File: src/rtl/alu_cmd_sequencer.sv
`default_nettype none
// ============================================================================
// Module   : alu_cmd_sequencer
// Purpose  : Command-side initiator for an external 8-bit combinational ALU.
//            Accepts register-style commands (load-immediate or ALU op) over
//            valid/ready and keeps a small register file. For an ALU op it
//            presents registered operands/opcode for one EXEC cycle, captures
//            result and flags at the end of that cycle, writes the result back
//            and returns a response over valid/ready.
// Ports    : clk, rst_n (sync, active low)
//            cmd_valid/cmd_ready, cmd_li, cmd_op, cmd_rd, cmd_rs1, cmd_rs2,
//            cmd_imm                      - command channel
//            alu_a, alu_b, alu_op         - registered ALU inputs
//            alu_result, alu_zero,
//            alu_overflow                 - ALU outputs
//            rsp_valid/rsp_ready, rsp_data, rsp_zero, rsp_ovf - response channel
//            sticky_ovf, clr_ovf          - accumulated overflow flag and clear
// Revision : 1.0  initial release
// ============================================================================
module alu_cmd_sequencer #(
    parameter int DW   = 8,
    parameter int NREG = 4,
    parameter int AW   = 2
) (
    input  logic          clk,
    input  logic          rst_n,
    input  logic          cmd_valid,
    output logic          cmd_ready,
    input  logic          cmd_li,
    input  logic [2:0]    cmd_op,
    input  logic [AW-1:0] cmd_rd,
    input  logic [AW-1:0] cmd_rs1,
    input  logic [AW-1:0] cmd_rs2,
    input  logic [DW-1:0] cmd_imm,
    output logic [DW-1:0] alu_a,
    output logic [DW-1:0] alu_b,
    output logic [2:0]    alu_op,
    input  logic [DW-1:0] alu_result,
    input  logic          alu_zero,
    input  logic          alu_overflow,
    output logic          rsp_valid,
    input  logic          rsp_ready,
    output logic [DW-1:0] rsp_data,
    output logic          rsp_zero,
    output logic          rsp_ovf,
    output logic          sticky_ovf,
    input  logic          clr_ovf
);

    localparam logic [1:0] S_IDLE = 2'd0;
    localparam logic [1:0] S_EXEC = 2'd1;
    localparam logic [1:0] S_RESP = 2'd2;

    logic [1:0]    r_state;
    logic [1:0]    w_state_nxt;
    logic          w_accept;

    logic [DW-1:0] r_rf [NREG];
    logic [AW-1:0] r_rd;
    logic [DW-1:0] r_alu_a;
    logic [DW-1:0] r_alu_b;
    logic [2:0]    r_alu_op;
    logic [DW-1:0] r_rsp_data;
    logic          r_rsp_zero;
    logic          r_rsp_ovf;
    logic          r_sticky_ovf;

    assign cmd_ready = (r_state == S_IDLE);
    assign rsp_valid = (r_state == S_RESP);
    assign w_accept  = cmd_valid && (r_state == S_IDLE);

    // ------------------------------------------------------------------------
    // State register
    // ------------------------------------------------------------------------
    always_ff @(posedge clk) begin
        if (!rst_n) begin
            r_state <= S_IDLE;
        end else begin
            r_state <= w_state_nxt;
        end
    end

    // ------------------------------------------------------------------------
    // Next-state logic
    // ------------------------------------------------------------------------
    always_comb begin
        w_state_nxt = r_state;
        case (r_state)
            S_IDLE: begin
                if (cmd_valid) begin
                    // Load-immediate needs no ALU pass, so it skips EXEC.
                    w_state_nxt = cmd_li ? S_RESP : S_EXEC;
                end
            end
            S_EXEC: w_state_nxt = S_RESP;
            S_RESP: begin
                if (rsp_ready) begin
                    w_state_nxt = S_IDLE;
                end
            end
            default: w_state_nxt = S_IDLE;
        endcase
    end

    // ------------------------------------------------------------------------
    // Datapath: register file, ALU operand registers, response registers.
    // Operands are sampled at accept, so rd aliasing rs1/rs2 is harmless: the
    // write-back lands only at the end of EXEC.
    // ------------------------------------------------------------------------
    always_ff @(posedge clk) begin
        if (!rst_n) begin
            for (int i = 0; i < NREG; i++) begin
                r_rf[i] <= '0;
            end
            r_rd       <= '0;
            r_alu_a    <= '0;
            r_alu_b    <= '0;
            r_alu_op   <= '0;
            r_rsp_data <= '0;
            r_rsp_zero <= 1'b0;
            r_rsp_ovf  <= 1'b0;
        end else begin
            if (w_accept) begin
                if (cmd_li) begin
                    r_rf[cmd_rd] <= cmd_imm;
                    r_rsp_data   <= cmd_imm;
                    r_rsp_zero   <= (cmd_imm == '0);
                    r_rsp_ovf    <= 1'b0;
                end else begin
                    // ALU inputs only move here, so they stay quiet elsewhere.
                    r_alu_a  <= r_rf[cmd_rs1];
                    r_alu_b  <= r_rf[cmd_rs2];
                    r_alu_op <= cmd_op;
                    r_rd     <= cmd_rd;
                end
            end
            if (r_state == S_EXEC) begin
                // Flags are taken verbatim from the ALU.
                r_rf[r_rd] <= alu_result;
                r_rsp_data <= alu_result;
                r_rsp_zero <= alu_zero;
                r_rsp_ovf  <= alu_overflow;
            end
        end
    end

    // ------------------------------------------------------------------------
    // Sticky overflow: a capture in the same cycle as a clear wins.
    // ------------------------------------------------------------------------
    always_ff @(posedge clk) begin
        if (!rst_n) begin
            r_sticky_ovf <= 1'b0;
        end else if ((r_state == S_EXEC) && alu_overflow) begin
            r_sticky_ovf <= 1'b1;
        end else if (clr_ovf) begin
            r_sticky_ovf <= 1'b0;
        end
    end

    assign alu_a      = r_alu_a;
    assign alu_b      = r_alu_b;
    assign alu_op     = r_alu_op;
    assign rsp_data   = r_rsp_data;
    assign rsp_zero   = r_rsp_zero;
    assign rsp_ovf    = r_rsp_ovf;
    assign sticky_ovf = r_sticky_ovf;

endmodule
`default_nettype wire

File: config.mk
export PLATFORM = sky130hd
export DESIGN_NAME = alu_cmd_sequencer
export DESIGN_NICKNAME = d
export VERILOG_FILES = /design/src/rtl/alu_cmd_sequencer.sv
export SDC_FILE = /design/constraint.sdc
export NUM_CORES = 1
export LEC_CHECK = 0
export ABC_AREA = 1
export ABC_CLOCK_PERIOD_IN_PS = 4150
export CORE_MARGIN = 1
export CORE_UTILIZATION = 25
export DETAILED_ROUTE_END_ITERATION = 7
export SLEW_MARGIN = 40
export SYNTH_ARGS = -nofsm -noshare
export SYNTH_HDL_FRONTEND = slang
export SYNTH_SLANG_ARGS = --single-unit
File: constraint.sdc
create_clock -name clk -period 4.15 [get_ports clk]
set_input_delay 0.83 -clock clk [delete_from_list [all_inputs] [get_ports clk]]
set_output_delay 0.83 -clock clk [all_outputs]
set_load 0.02 [all_outputs]
=== After elaboration in Yosys (flattened, before gate mapping) ===
Memories as Yosys holds them, arrays and structs flattened. A register that Yosys moved wholly into a read port is not among the register bits.
Index checks and enable logic that the tools add are counted.

* Bits in registers: 18
* Output and inout port bits: 32
* Bits in writable memories: 32
* Memories kept: 1
* Input port bits: 33

* Mux-type cells: 29
* Bitwise logic cells: 1
* Reductions and logical operators: 14
* Equality and inequality tests: 4

{| class="wikitable"
|+ Memory list
! memory !! words !! width !! read ports !! clocked after memory_dff !! wr ports !! RTL line !! RTL
|-
| r_rf || 4 || 8 || 2 || 2 || 4 || 58 || <nowiki>logic [DW-1:0] r_rf [NREG];</nowiki>
|}

{| class="wikitable"
|+ Operator list
! cell !! number
|-
| two-way mux 8 bit || 5
|-
| two-way mux 1 bit || 18
|-
| OR reduction 8 bit || 2
|-
| two-way mux 2 bit || 5
|-
| logical NOT 8 bit || 1
|-
| case mux 2 bit (3 select lines) || 1
|-
| AND reduction 2 bit || 3
|-
| nonzero test 2 bit || 3
|-
| == test 2 x 1 -> 1 bit (second input constant) || 1
|-
| == test 2 bit (second input constant) || 1
|-
| logical AND 1 bit || 2
|-
| logical NOT 1 bit || 2
|-
| logical NOT 2 bit || 1
|-
| inequality test 2 x 1 -> 1 bit (second input constant) || 1
|-
| inequality test 2 bit (second input constant) || 1
|-
| inverter 1 bit || 1
|}

=== Depth between registers and ports, before layout ===
Gate-level depths: netlist of run 1.

* Word-level depth: 8
* Mapped depth: 8

=== Least setup slack after synthesis of run 1 ===
Ideal clock, no wire load.

* Kind: input to register
* Start: input cmd_valid
* End: memory r_rf[3][0] (enable)
* Stages on the path: 7
* Path buffers: 1
* Setup time: 0.370 ns
* Setup slack: 1.980 ns
* Arrival time: 1.800 ns
* Data required time: 3.780 ns
* Cells stage by stage: nand2_1 > nor2_1 > buf_4 > inv_1 > nand3_1 > nand2_1 > nor2_1

{| class="wikitable"
|+ RTL lines
! item !! RTL line !! RTL
|-
| start, declared || 27 || <nowiki>input logic cmd_valid,</nowiki>
|-
| end, declared || 58 ||
|}

==> results of run 1 <==
## registers in the layout, indices dropped and copies added (netlist names), 2 cells and up
register  flops
alu_a         8
alu_b         8
alu_op        3
r_rd          2
r_rf         32
r_state       2
rsp_data      8
## logic make-up (layout without fill, tap and decap cells)
group                  after synthesis  after routing  synth area share
and+or+nand+nor                    124            124             0.176
AOI/OAI and AO/OA                   91             91             0.161
buffers and inverters              104            167             0.134
DFF                                 66             66             0.529
## layer usage
metal  GRT usage  vias up
li1            -     1353
met5           0        -
met4      0.0570        0
met2       0.218       85
met1       0.171     1213
met3      0.0361       12
## cell usage after synthesis, drive strengths merged
library cell | number | area share
inv | 85 | 0.10
clkbuf | 10 | 0.012
buf | 8 | 0.018
clkinv | 1 | 0.0016
nand3 | 30 | 0.048
nor3 | 1 | 0.0016
dfxtp | 34 | 0.22
o21ai | 39 | 0.063
nand3b | 1 | 0.0036
nand2 | 49 | 0.063
edfxtp | 32 | 0.31
nor2 | 43 | 0.060
o211ai | 16 | 0.039
a21oi | 34 | 0.055
o22ai | 2 | 0.0040
## power by group through the flow
stage,clock network [mW],registers (mW),logic [mW]
global route,0.777,0.757,0.272
detailed placement,0,0.766,0.244
global placement,0,0.766,0.242
CTS,0.751,0.753,0.246
floorplan,0,0.782,0.117
finish,0.735,0.752,0.244
## cell usage in the layout (no fill, tap or decap)
master	instances
sky130_fd_sc_hd__clkinv_2	1
sky130_fd_sc_hd__nor3_1	1
sky130_fd_sc_hd__nand2_1	45
sky130_fd_sc_hd__o21ai_1	8
sky130_fd_sc_hd__buf_2	2
sky130_fd_sc_hd__o21ai_0	31
sky130_fd_sc_hd__buf_4	1
sky130_fd_sc_hd__clkbuf_1	1
sky130_fd_sc_hd__clkdlybuf4s50_1	62
sky130_fd_sc_hd__clkbuf_8	2
sky130_fd_sc_hd__nor2_4	1
sky130_fd_sc_hd__nand2_2	4
sky130_fd_sc_hd__o22ai_1	2
sky130_fd_sc_hd__clkinv_1	1
sky130_fd_sc_hd__clkinv_4	1
sky130_fd_sc_hd__nor2_8	1
sky130_fd_sc_hd__o211ai_1	16
sky130_fd_sc_hd__dfxtp_1	34
sky130_fd_sc_hd__edfxtp_1	32
sky130_fd_sc_hd__nand3b_2	1
sky130_fd_sc_hd__inv_1	82
sky130_fd_sc_hd__inv_4	1
sky130_fd_sc_hd__nand3_1	30
sky130_fd_sc_hd__nor2_1	41
sky130_fd_sc_hd__a21oi_1	34
sky130_fd_sc_hd__clkbuf_16	10
sky130_fd_sc_hd__inv_2	3
## through the flow
stage	area, um2	worst slack [ns]	util
2_1_floorplan	3100	1.98	-
3_3_place_gp	3870	1.02	0.321
3_5_place_dp	3860	0.899	0.320
4_1_cts	4160	1.25	0.345
5_1_grt	4160	0.972	0.345
6_report	4160	1.23	0.345
## critical path: stages
cell and delay, ns:
sky130_fd_sc_hd__clkdlybuf4s50_1 0.49, sky130_fd_sc_hd__nand2_1 0.08, sky130_fd_sc_hd__nor2_1 0.51, sky130_fd_sc_hd__inv_1 0.14, sky130_fd_sc_hd__nand3_1 0.27, sky130_fd_sc_hd__nand2_1 0.09
sky130_fd_sc_hd__nor2_1 0.46
## worst paths after layout
check	start	end	slack [ns]	depth (start not counted)
setup reg to reg	r_state[1]	r_rf[3][2]	1.93	5
hold reg to reg	rsp_data[7]	rsp_data[7]	0.48	2
setup / recovery	cmd_valid	r_rf[3][2]	1.23	7
hold / removal	rsp_data[7]	rsp_data[7]	0.48	2
## area by class of cell
| class | count | area (um2) | area share |
|---|---|---|---|
| clock buffers | 13 | 282 | 0.0677 |
| inverters | 86 | 324 | 0.0779 |
| repair buffers | 65 | 638 | 0.153 |
| well taps | 168 | 210 | 0.0506 |
| flip-flops and latches | 66 | 1640 | 0.395 |
| clock inverters | 3 | 18.8 | 0.00451 |
| multi-input cells | 215 | 1040 | 0.251 |
==> impl_summary.txt, run 1 <==
----------------------------------------------------
[Run status]
  Status ... completed

[Timing]
  Final worst hold slack ... roughly 0.48 ns
  Number of failing setup endpoints in the final timing report ... 0
  Maximum clock skew at final layout ... 0.00640 ns
  Transition time at the pin with the least slew margin ... 0.654 ns
  Number of slew-limit violations in the final report ... 0
  Post-layout min period ... a little under 3 ns
  Final TNS setup ... 0 ns
  Final Hold Violating Endpoints ... 0
  Achievable clock frequency ... ~340 MHz
  RSZ-0062 raised after global routing ... no
  Portion of the clock cycle consumed by the worst path in the final layout ... 0.703
  Relative max-transition margin ... 0.562

[Final layout]
  Area growth, synth to finish ... 34.0%
  Fraction of final layout cells sized beyond drive strength 1 ... 0.0625
  Net count reported at finish ... 476
  Filler cells ... approximately 1200
  Count of non-filler cells in the finished layout ... a little over 600
  Diodes inserted ... 0

[Route]
  Post-DRT Antenna Nets ... 0
  Vias per inst ... between 4 and 5
  Via count ... ~2700
  DRC violations left ... 0
  Iteration-0 DRC count of the detailed router ... 181
  Highest layer used for signal routing ... met4
  Routed wirelength normalized by instance count ... about 13 um
  M1 wire length ... 3.83 mm
  Sum of routed wire length over all layers ... around 8 mm
  Wire length on met3 ... ~400 um
  Number of search-and-repair iterations in the first detailed-routing pass ... 4
  Met2 routed WL ... between 3 and 4 mm

[Critical path]
  Maximum fanout along the worst path ... 11
  Startpoint-to-endpoint class of the critical path ... input port to register
  Data arrival time of the worst path ... 2.88 ns
  Worst setup EP type ... register
  Req. time, crit path ... ~4 ns
  Type of origin of the critical path ... input port

[Clocking]
  Clock sink count ... 66
  CTS tree ... built
  TritonCTS Buffers ... 9
  Clock insertion delay at the later pin of the skew report ... approximately 0.32 ns
  Setup Fix Bufs, Post-CTS ... 0
  CTS Root Buffer Type ... sky130_fd_sc_hd__clkbuf_16
  Hold Buf Count CTS ... 0
  Number of buffers between clock root and the deepest sink ... 2
  H-tree depth ... 3
  Post-cts resize count ... 0
  Clock slew at reported path FFs ... 0.05 ns

[Place]
  GPL Wtd Cong ... roughly 0.85
  Number of cells after detailed placement ... 600
  Number of port buffers ... 64
  Detailed Place HPWL ... around 6.1 mm

[Logic synthesis]
  Net count after synthesis ... roughly 420
  Cell area after technology mapping ... just over 0.003 mm2
  Number of distinct library cells after synthesis ... 22
  Mean area per synthesized cell ... just over 8 um2
  Number of warnings issued by yosys ... 0
  Number of instances in the synthesized netlist ... between 300 and 400
  Register bit count reported by yosys ... 66
  Portion of the post-synthesis area used by sequential elements ... 0.529

[Die]
  Die Outline Area ... roughly 0.013 mm2
  Top-Level Pins ... 65
  Floorplan row count ... 40
  Width of the chip ... 113 um
  Core region area ... 0.0121 mm2
  Starting Density ... 0.257
  Die height ... 113 um

[GRT]
  Global-route wire length before repair ... approximately 13 mm
  Pin count of the biggest net entering global routing ... 33
  Vias in the first global route ... roughly 2600
  Initial antenna violation count ... 0
  Tot GR Track Use ... 0.135
  Remaining global-route overflow ... 0

[Power and ir drop]
  Clock Power Share ... 0.424
  Worst VDD drop ... around 200 uV
  Switching share of power ... 0.247
  Areal power density over the cells ... 417 mW/mm2
  Total design power ... approximately 1.7 mW
  Share of power burned in combinational logic ... 0.141
  Net Switching ... about 0.43 mW
  Cell-internal power ... approximately 1.3 mW
  Leakage power summed over all cells ... about 1.7 nW
  Sequential power share ... 0.434

[Worst hold path]
  Worst min path class ... register to register

[Flow run]
  Number of max-cap violations ... 0

----------------------------------------------------
(Power assumes the default switching activity.)
==> run 2: changes to the inputs <==
- ABC_CLOCK_PERIOD_IN_PS: 4150 -> 2550
- clock period: 4.15 -> 2.55 ns (I/O delays scaled with it)
==> run 2 against run 1 <==
Power rose by 57%. Wire length fell by 4.8%. Sequential power rose by 64%. Critical path type is now register to output port. Worst setup slack got worse by 0.76 ns. Hold slack got worse by 0.017 ns. Critical endpoint is now rsp_valid.
==> impl_summary.txt, run 2 (synthesis results as in run 1) <==
----------------------------------------------------
[Run status]
  Status ... completed

[Route]
  Met2 routed WL ... 3.44 mm (-4.8%)
  Highest layer used for signal routing ... met4
  DRC violations left ... 0 (unchanged)
  Via count ... 2645 (-0.68%)
  Number of search-and-repair iterations in the first detailed-routing pass ... 4 (unchanged)
  Wire length on met3 ... 406 um (+1.8%)
  Post-DRT Antenna Nets ... 0 (unchanged)
  M1 wire length ... 3.67 mm (-4.3%)
  Sum of routed wire length over all layers ... 7.60 mm (-4.8%)
  Iteration-0 DRC count of the detailed router ... 72 (-60%)
  Routed wirelength normalized by instance count ... 12.2 um (-6.1%)
  Vias per inst ... 4.24 (-1.9%)

[Die]
  Starting Density ... 0.257 (unchanged)
  Width of the chip ... 113 um (unchanged)
  Die height ... 113 um (unchanged)
  Top-Level Pins ... 65 (unchanged)
  Die Outline Area ... 0.0129 mm2 (unchanged)
  Floorplan row count ... 40 (unchanged)
  Core region area ... 0.0121 mm2 (unchanged)

[Clocking]
  CTS tree ... built
  Clock insertion delay at the later pin of the skew report ... 0.32 ns (about the same)
  Clock slew at reported path FFs ... 0.05 ns (about the same)
  CTS Root Buffer Type ... sky130_fd_sc_hd__clkbuf_16
  Number of buffers between clock root and the deepest sink ... 2 (unchanged)
  Post-cts resize count ... 0 (unchanged)
  Hold Buf Count CTS ... 0 (unchanged)
  H-tree depth ... 3 (unchanged)
  Clock sink count ... 66 (unchanged)
  Setup Fix Bufs, Post-CTS ... 0 (unchanged)
  TritonCTS Buffers ... 9 (unchanged)

[Place]
  Number of port buffers ... 64 (unchanged)
  GPL Wtd Cong ... 0.824 (-3.2%)
  Number of cells after detailed placement ... 608 (+1.3%)
  Standard cell area after detailed placement ... 0.00393 mm2 (+1.8%)
  Worst slack at placement ... 0.146 ns (-0.753 ns)
  Detailed Place HPWL ... 5.79 mm (-5.0%)

[Final layout]
  Final instance area ... 0.00419 mm2 (+0.78%)
  Fraction of final layout cells sized beyond drive strength 1 ... 0.0680 (+0.00548)
  Commonest cells after routing, fill and taps aside ... 82 x sky130_fd_sc_hd__inv_1, 64 x sky130_fd_sc_hd__clkdlybuf4s50_1, 45 x sky130_fd_sc_hd__nand2_1
  Final design utilization ... 0.347 (+0.00270)
  Net count reported at finish ... 484 (+1.7%)
  Diodes inserted ... 0 (unchanged)
  Largest register FFs ... 32 (unchanged)
  Area growth, synth to finish ... 35.1%
  Most frequent standard cell in the layout excluding fill and tap cells ... sky130_fd_sc_hd__inv_1
  Register ranked first by flip-flop count ... r_rf
  Count of non-filler cells in the finished layout ... 624 (+1.3%)

[Timing]
  Relative max-transition margin ... 0.601 (+0.0385)
  Achievable clock frequency ... slightly below 500 MHz
  Portion of the clock cycle consumed by the worst path in the final layout ... 0.815
  Final TNS setup ... 0 ns (unchanged)
  Final Hold Violating Endpoints ... 0 (unchanged)
  RSZ-0062 raised after global routing ... no
  Final worst hold slack ... 0.460 ns (-0.0167 ns)
  Number of slew-limit violations in the final report ... 0 (unchanged)
  Min setup slack post-route ... 0.472 ns (-0.761 ns)
  Maximum clock skew at final layout ... 0.00475 ns (-0.00165 ns)
  Number of failing setup endpoints in the final timing report ... 0 (unchanged)
  Transition time at the pin with the least slew margin ... 0.597 ns (-0.0572 ns)
  Post-layout min period ... about 2.1 ns

[Critical path]
  Cell-by-cell listing of the critical path ... nor2_1 > clkdlybuf4s50_1
  Startpoint-to-endpoint class of the critical path ... register to output port
  Cell at the slowest stage of the critical path ... sky130_fd_sc_hd__dfxtp_1
  Crit path buffers/inverters ... 1 (-1)
  Data arrival time of the worst path ... 1.57 ns (-1.31 ns)
  Worst setup EP type ... output port
  Req. time, crit path ... 2.04 ns (-2.07 ns)
  Slowest stage delay, CP ... 0.59 ns (+0.08 ns)
  Type of origin of the critical path ... register
  Kind of cell with the highest combined delay on the critical path ... flip-flops
  Maximum fanout along the worst path ... 7 (-4)

[Power and ir drop]
  Share of power burned in combinational logic ... 0.149 (+0.008)
  Areal power density over the cells ... 649 mW/mm2 (+56%)
  Leakage power summed over all cells ... 1.68 nW (+0.99%)
  Sequential power share ... 0.451 (+0.017)
  Total design power ... 2.72 mW (+57%)
  Switching share of power ... 0.247 (-0.000469)
  Worst VDD drop ... 223 uV (+11%)
  Clock Power Share ... 0.400 (-0.024)
  Net Switching ... 0.672 mW (+57%)
  Cell-internal power ... 2.05 mW (+57%)

[GRT]
  Global-route wire length before repair ... 12.4 mm (-7.1%)
  Initial antenna violation count ... 0 (unchanged)
  Vias in the first global route ... 2585 (-1.9%)
  Tot GR Track Use ... 0.125 (-0.0105)
  Pin count of the biggest net entering global routing ... 33 (unchanged)
  Remaining global-route overflow ... 0 (unchanged)

[Worst hold path]
  Worst min path class ... register to register

[Flow run]
  Number of max-cap violations ... 0 (unchanged)

----------------------------------------------------
-- run 2: changes by cell type in the layout (fill, tap and decap cells not counted), sizes merged --
cell           before  now
buf                 3    9
clkbuf             13   15
clkdlybuf4s50      62   64
clkinv              3    2
inv                86   85
-- run 2: area by class of cell --
class	count	area, um2
Fill cell	1262	7870
Sequential cell	66	1640
Multi-Input combinational cell	215	1040
Timing Repair Buffer	73	708
Inverter	86	324
Clock buffer	15	258
Tap cell	168	210
Clock inverter	1	5.00
-- run 2: final timing paths --
check,from,endpoint,slack [ns],depth (start not counted)
worst max-delay path,r_state[0],rsp_valid,0.47,2
worst min-delay path,r_rd[1],r_rd[1],0.46,2
worst max register to register,r_state[0],r_rf[0][2],0.71,6
worst min register to register,r_rd[1],r_rd[1],0.46,2
-- run 2: power by group through the flow --
stage,registers (mW),clock network (mW),logic (mW)
global placement,1.24,0,0.400
finish,1.23,1.09,0.406
floorplan,1.27,0,0.191
CTS,1.23,1.12,0.408
global route,1.23,1.16,0.450
detailed placement,1.25,0,0.407
-- run 2: worst min-delay path: stages, from the launching register on --
cell                      delay, ns
sky130_fd_sc_hd__dfxtp_1       0.29
sky130_fd_sc_hd__inv_1         0.06
sky130_fd_sc_hd__a21oi_1       0.06
-- run 2: layer usage --
metal / up-vias / global-route usage
li1: 1367 / -
met1: 1198 / 0.168
met2: 71 / 0.189
met3: 9 / 0.0388
met4: 0 / 0.0430
met5: - / 0
==> run 3: changes to the inputs <==
- ABC_CLOCK_PERIOD_IN_PS: 2550 -> 2200
- clock period: 2.55 -> 2.2 ns (I/O delays scaled with it)
==> run 3 against run 2 <==
Critical path depth unchanged. Sequential cell count stayed put. Die area unchanged. Non-clock buffer count is 8 higher. Clock power up 24%. Power up 19%. Final area is 1.9% higher. Combinational power grew 17%. Sequential power is 15% higher. Wire length is 6.6% lower. Sequential share of layout area shrank 0.71 points. Critical endpoint unchanged. Largest power group unchanged. Highest routed layer unchanged.
==> impl_summary.txt, run 3 (synthesis results as in run 1) <==
----------------------------------------------------
[Flow run]
  Number of max-cap violations ... 0 (unchanged)

[Route]
  Post-DRT Antenna Nets ... 0 (unchanged)
  Routed wirelength normalized by instance count ... 11.2 um (-7.7%)
  DRC violations left ... 0 (unchanged)
  Iteration-0 DRC count of the detailed router ... 93 (+29%)
  Number of search-and-repair iterations in the first detailed-routing pass ... 4 (unchanged)
  Sum of routed wire length over all layers ... 7.10 mm (-6.6%)
  Via count ... 2642 (-0.11%)
  Vias per inst ... 4.18 (-1.4%)

[GRT]
  Initial antenna violation count ... 0 (unchanged)
  Vias in the first global route ... 2407 (-6.9%)
  Pin count of the biggest net entering global routing ... 33 (unchanged)
  Global-route wire length before repair ... 11.6 mm (-6.9%)
  Remaining global-route overflow ... 0 (unchanged)
  Tot GR Track Use ... 0.116 (-0.00846)

[Final layout]
  Area growth, synth to finish ... 37.6%
  Fraction of final layout cells sized beyond drive strength 1 ... 0.0862 (+0.0182)
  Net count reported at finish ... 492 (+1.7%)
  Count of non-filler cells in the finished layout ... 632 (+1.3%)
  Largest register FFs ... 32 (unchanged)
  Commonest cells after routing, fill and taps aside ... 82 x sky130_fd_sc_hd__inv_1, 64 x sky130_fd_sc_hd__clkdlybuf4s50_1, 45 x sky130_fd_sc_hd__nand2_1
  Diodes inserted ... 0 (unchanged)
  Register ranked first by flip-flop count ... r_rf
  Most frequent standard cell in the layout excluding fill and tap cells ... sky130_fd_sc_hd__inv_1

[Clocking]
  Clock slew at reported path FFs ... 0.05 ns (about the same)
  Hold Buf Count CTS ... 0 (unchanged)
  Post-cts resize count ... 0 (unchanged)
  Number of buffers between clock root and the deepest sink ... 2 (unchanged)
  CTS Root Buffer Type ... sky130_fd_sc_hd__clkbuf_16
  CTS tree ... built
  Setup Fix Bufs, Post-CTS ... 0 (unchanged)
  TritonCTS Buffers ... 9 (unchanged)
  H-tree depth ... 3 (unchanged)
  Clock sink count ... 66 (unchanged)
  Clock insertion delay at the later pin of the skew report ... 0.32 ns (about the same)

[Die]
  Width of the chip ... 113 um (unchanged)
  Starting Density ... 0.257 (unchanged)
  Top-Level Pins ... 65 (unchanged)
  Die height ... 113 um (unchanged)
  Floorplan row count ... 40 (unchanged)
  Die Outline Area ... 0.0129 mm2 (unchanged)
  Core region area ... 0.0121 mm2 (unchanged)

[Timing]
  RSZ-0062 raised after global routing ... no
  Number of failing setup endpoints in the final timing report ... 0 (unchanged)
  Portion of the clock cycle consumed by the worst path in the final layout ... 0.907
  Final TNS setup ... 0 ns (unchanged)
  Relative max-transition margin ... 0.614 (+0.0127)
  Maximum clock skew at final layout ... 0.00392 ns (-0.000829 ns)
  Final Hold Violating Endpoints ... 0 (unchanged)
  Final worst hold slack ... 0.466 ns (+0.00535 ns)
  Post-layout min period ... about 2.0 ns
  Achievable clock frequency ... between 500 and 600 MHz
  Transition time at the pin with the least slew margin ... 0.578 ns (-0.0190 ns)
  Number of slew-limit violations in the final report ... 0 (unchanged)

[Worst hold path]
  Number of cells on the worst hold path ... 2 (unchanged)
  Worst Hold Launch ... rsp_data[0]
  Terminating pin of the worst hold path ... rsp_data[0]
  Worst min path class ... register to register

[Critical path]
  Req. time, crit path ... 1.76 ns (-0.28 ns)
  Slowest stage delay, CP ... 0.58 ns (about the same)
  Data arrival time of the worst path ... 1.55 ns (-0.02 ns)
  Maximum fanout along the worst path ... 7 (unchanged)
  Crit path buffers/inverters ... 1 (unchanged)
  Number of cell instances on the worst register-to-register path ... 4 (-2)
  Startpoint-to-endpoint class of the critical path ... register to output port
  Type of origin of the critical path ... register
  Kind of cell with the highest combined delay on the critical path ... flip-flops
  Setup slack of the worst register-to-register path ... 0.43 ns (-0.28 ns)
  End of the worst register-to-register path ... r_rf[3][1]
  Cell-by-cell listing of the critical path ... nor2_1 > clkdlybuf4s50_1
  Worst setup EP type ... output port
  Origin of the critical flop-to-flop path ... r_state[0]
  Cell at the slowest stage of the critical path ... sky130_fd_sc_hd__dfxtp_1

[Power and ir drop]
  Share of power burned in combinational logic ... 0.146 (-0.003)
  Net Switching ... 0.782 mW (+16%)
  Leakage power summed over all cells ... 1.73 nW (+2.8%)
  Areal power density over the cells ... 759 mW/mm2 (+17%)
  Worst VDD drop ... 357 uV (+60%)
  Sequential power share ... 0.438 (-0.013)
  Switching share of power ... 0.241 (-0.00548)
  Clock Power Share ... 0.416 (+0.016)
  Cell-internal power ... 2.46 mW (+20%)

[Place]
  Number of port buffers ... 64 (unchanged)
  Number of cells after detailed placement ... 616 (+1.3%)
  Detailed Place HPWL ... 5.53 mm (-4.5%)
  GPL Wtd Cong ... 0.828 (+0.49%)

[Run status]
  Status ... completed

----------------------------------------------------
-- run 3: cell type report --
| type | count | area, um2 |
|---|---|---|
| well taps | 168 | 210 |
| clock buffers | 12 | 236 |
| fillers | 1284 | 7790 |
| repair buffers | 81 | 768 |
| flip-flops and latches | 66 | 1640 |
| multi-input cells | 215 | 1040 |
| inverters | 86 | 324 |
| clock inverters | 4 | 43.8 |
-- run 3: worst register-to-register path, delay by kind of cell (launching register included) --
kind             cells  cell delay (ns)
flip-flops           1             0.58
AND/OR/NAND/NOR      4             0.83
-- run 3: power by group through the flow --
stage / registers (mW) / logic [mW] / clock network (mW)
floorplan: 1.48 / 0.221 / 0
global placement: 1.44 / 0.471 / 0
detailed placement: 1.44 / 0.477 / 0
CTS: 1.42 / 0.479 / 1.38
global route: 1.43 / 0.523 / 1.43
finish: 1.42 / 0.474 / 1.35
-- run 3: worst max path at each step --
stage | startpoint | endpoint | slack (ns) | cells past startpoint
6_report | r_state[0] | rsp_valid | 0.21 | 2
3_3_place_gp | cmd_valid | r_rf[3][0] | -0.02 | 9
4_1_cts | r_state[0] | rsp_valid | 0.18 | 2
2_1_floorplan | cmd_valid | r_rf[3][0] | 0.42 | 7
3_5_place_dp | cmd_valid | r_rf[3][1] | -0.03 | 7
5_1_grt | r_state[0] | rsp_valid | 0.12 | 2
-- run 3: through the flow --
stage           util  worst slack [ns]  area (um2)  power [mW]
5_1_grt        0.354             0.120        4270        3.38
3_3_place_gp   0.331           -0.0199        3990        1.91
4_1_cts        0.354             0.182        4270        3.27
6_report       0.354             0.206        4270        3.24
2_1_floorplan      -             0.420        3100        1.70
3_5_place_dp   0.331           -0.0331        3990        1.92
-- run 3: per-layer routing --
layer  up-vias  wire [um]  track usage
li1       1384          -            -
met1      1178       3470        0.155
met2        76       3210        0.175
met3         4        386       0.0383
met4         0         45       0.0421
met5         -          0            0
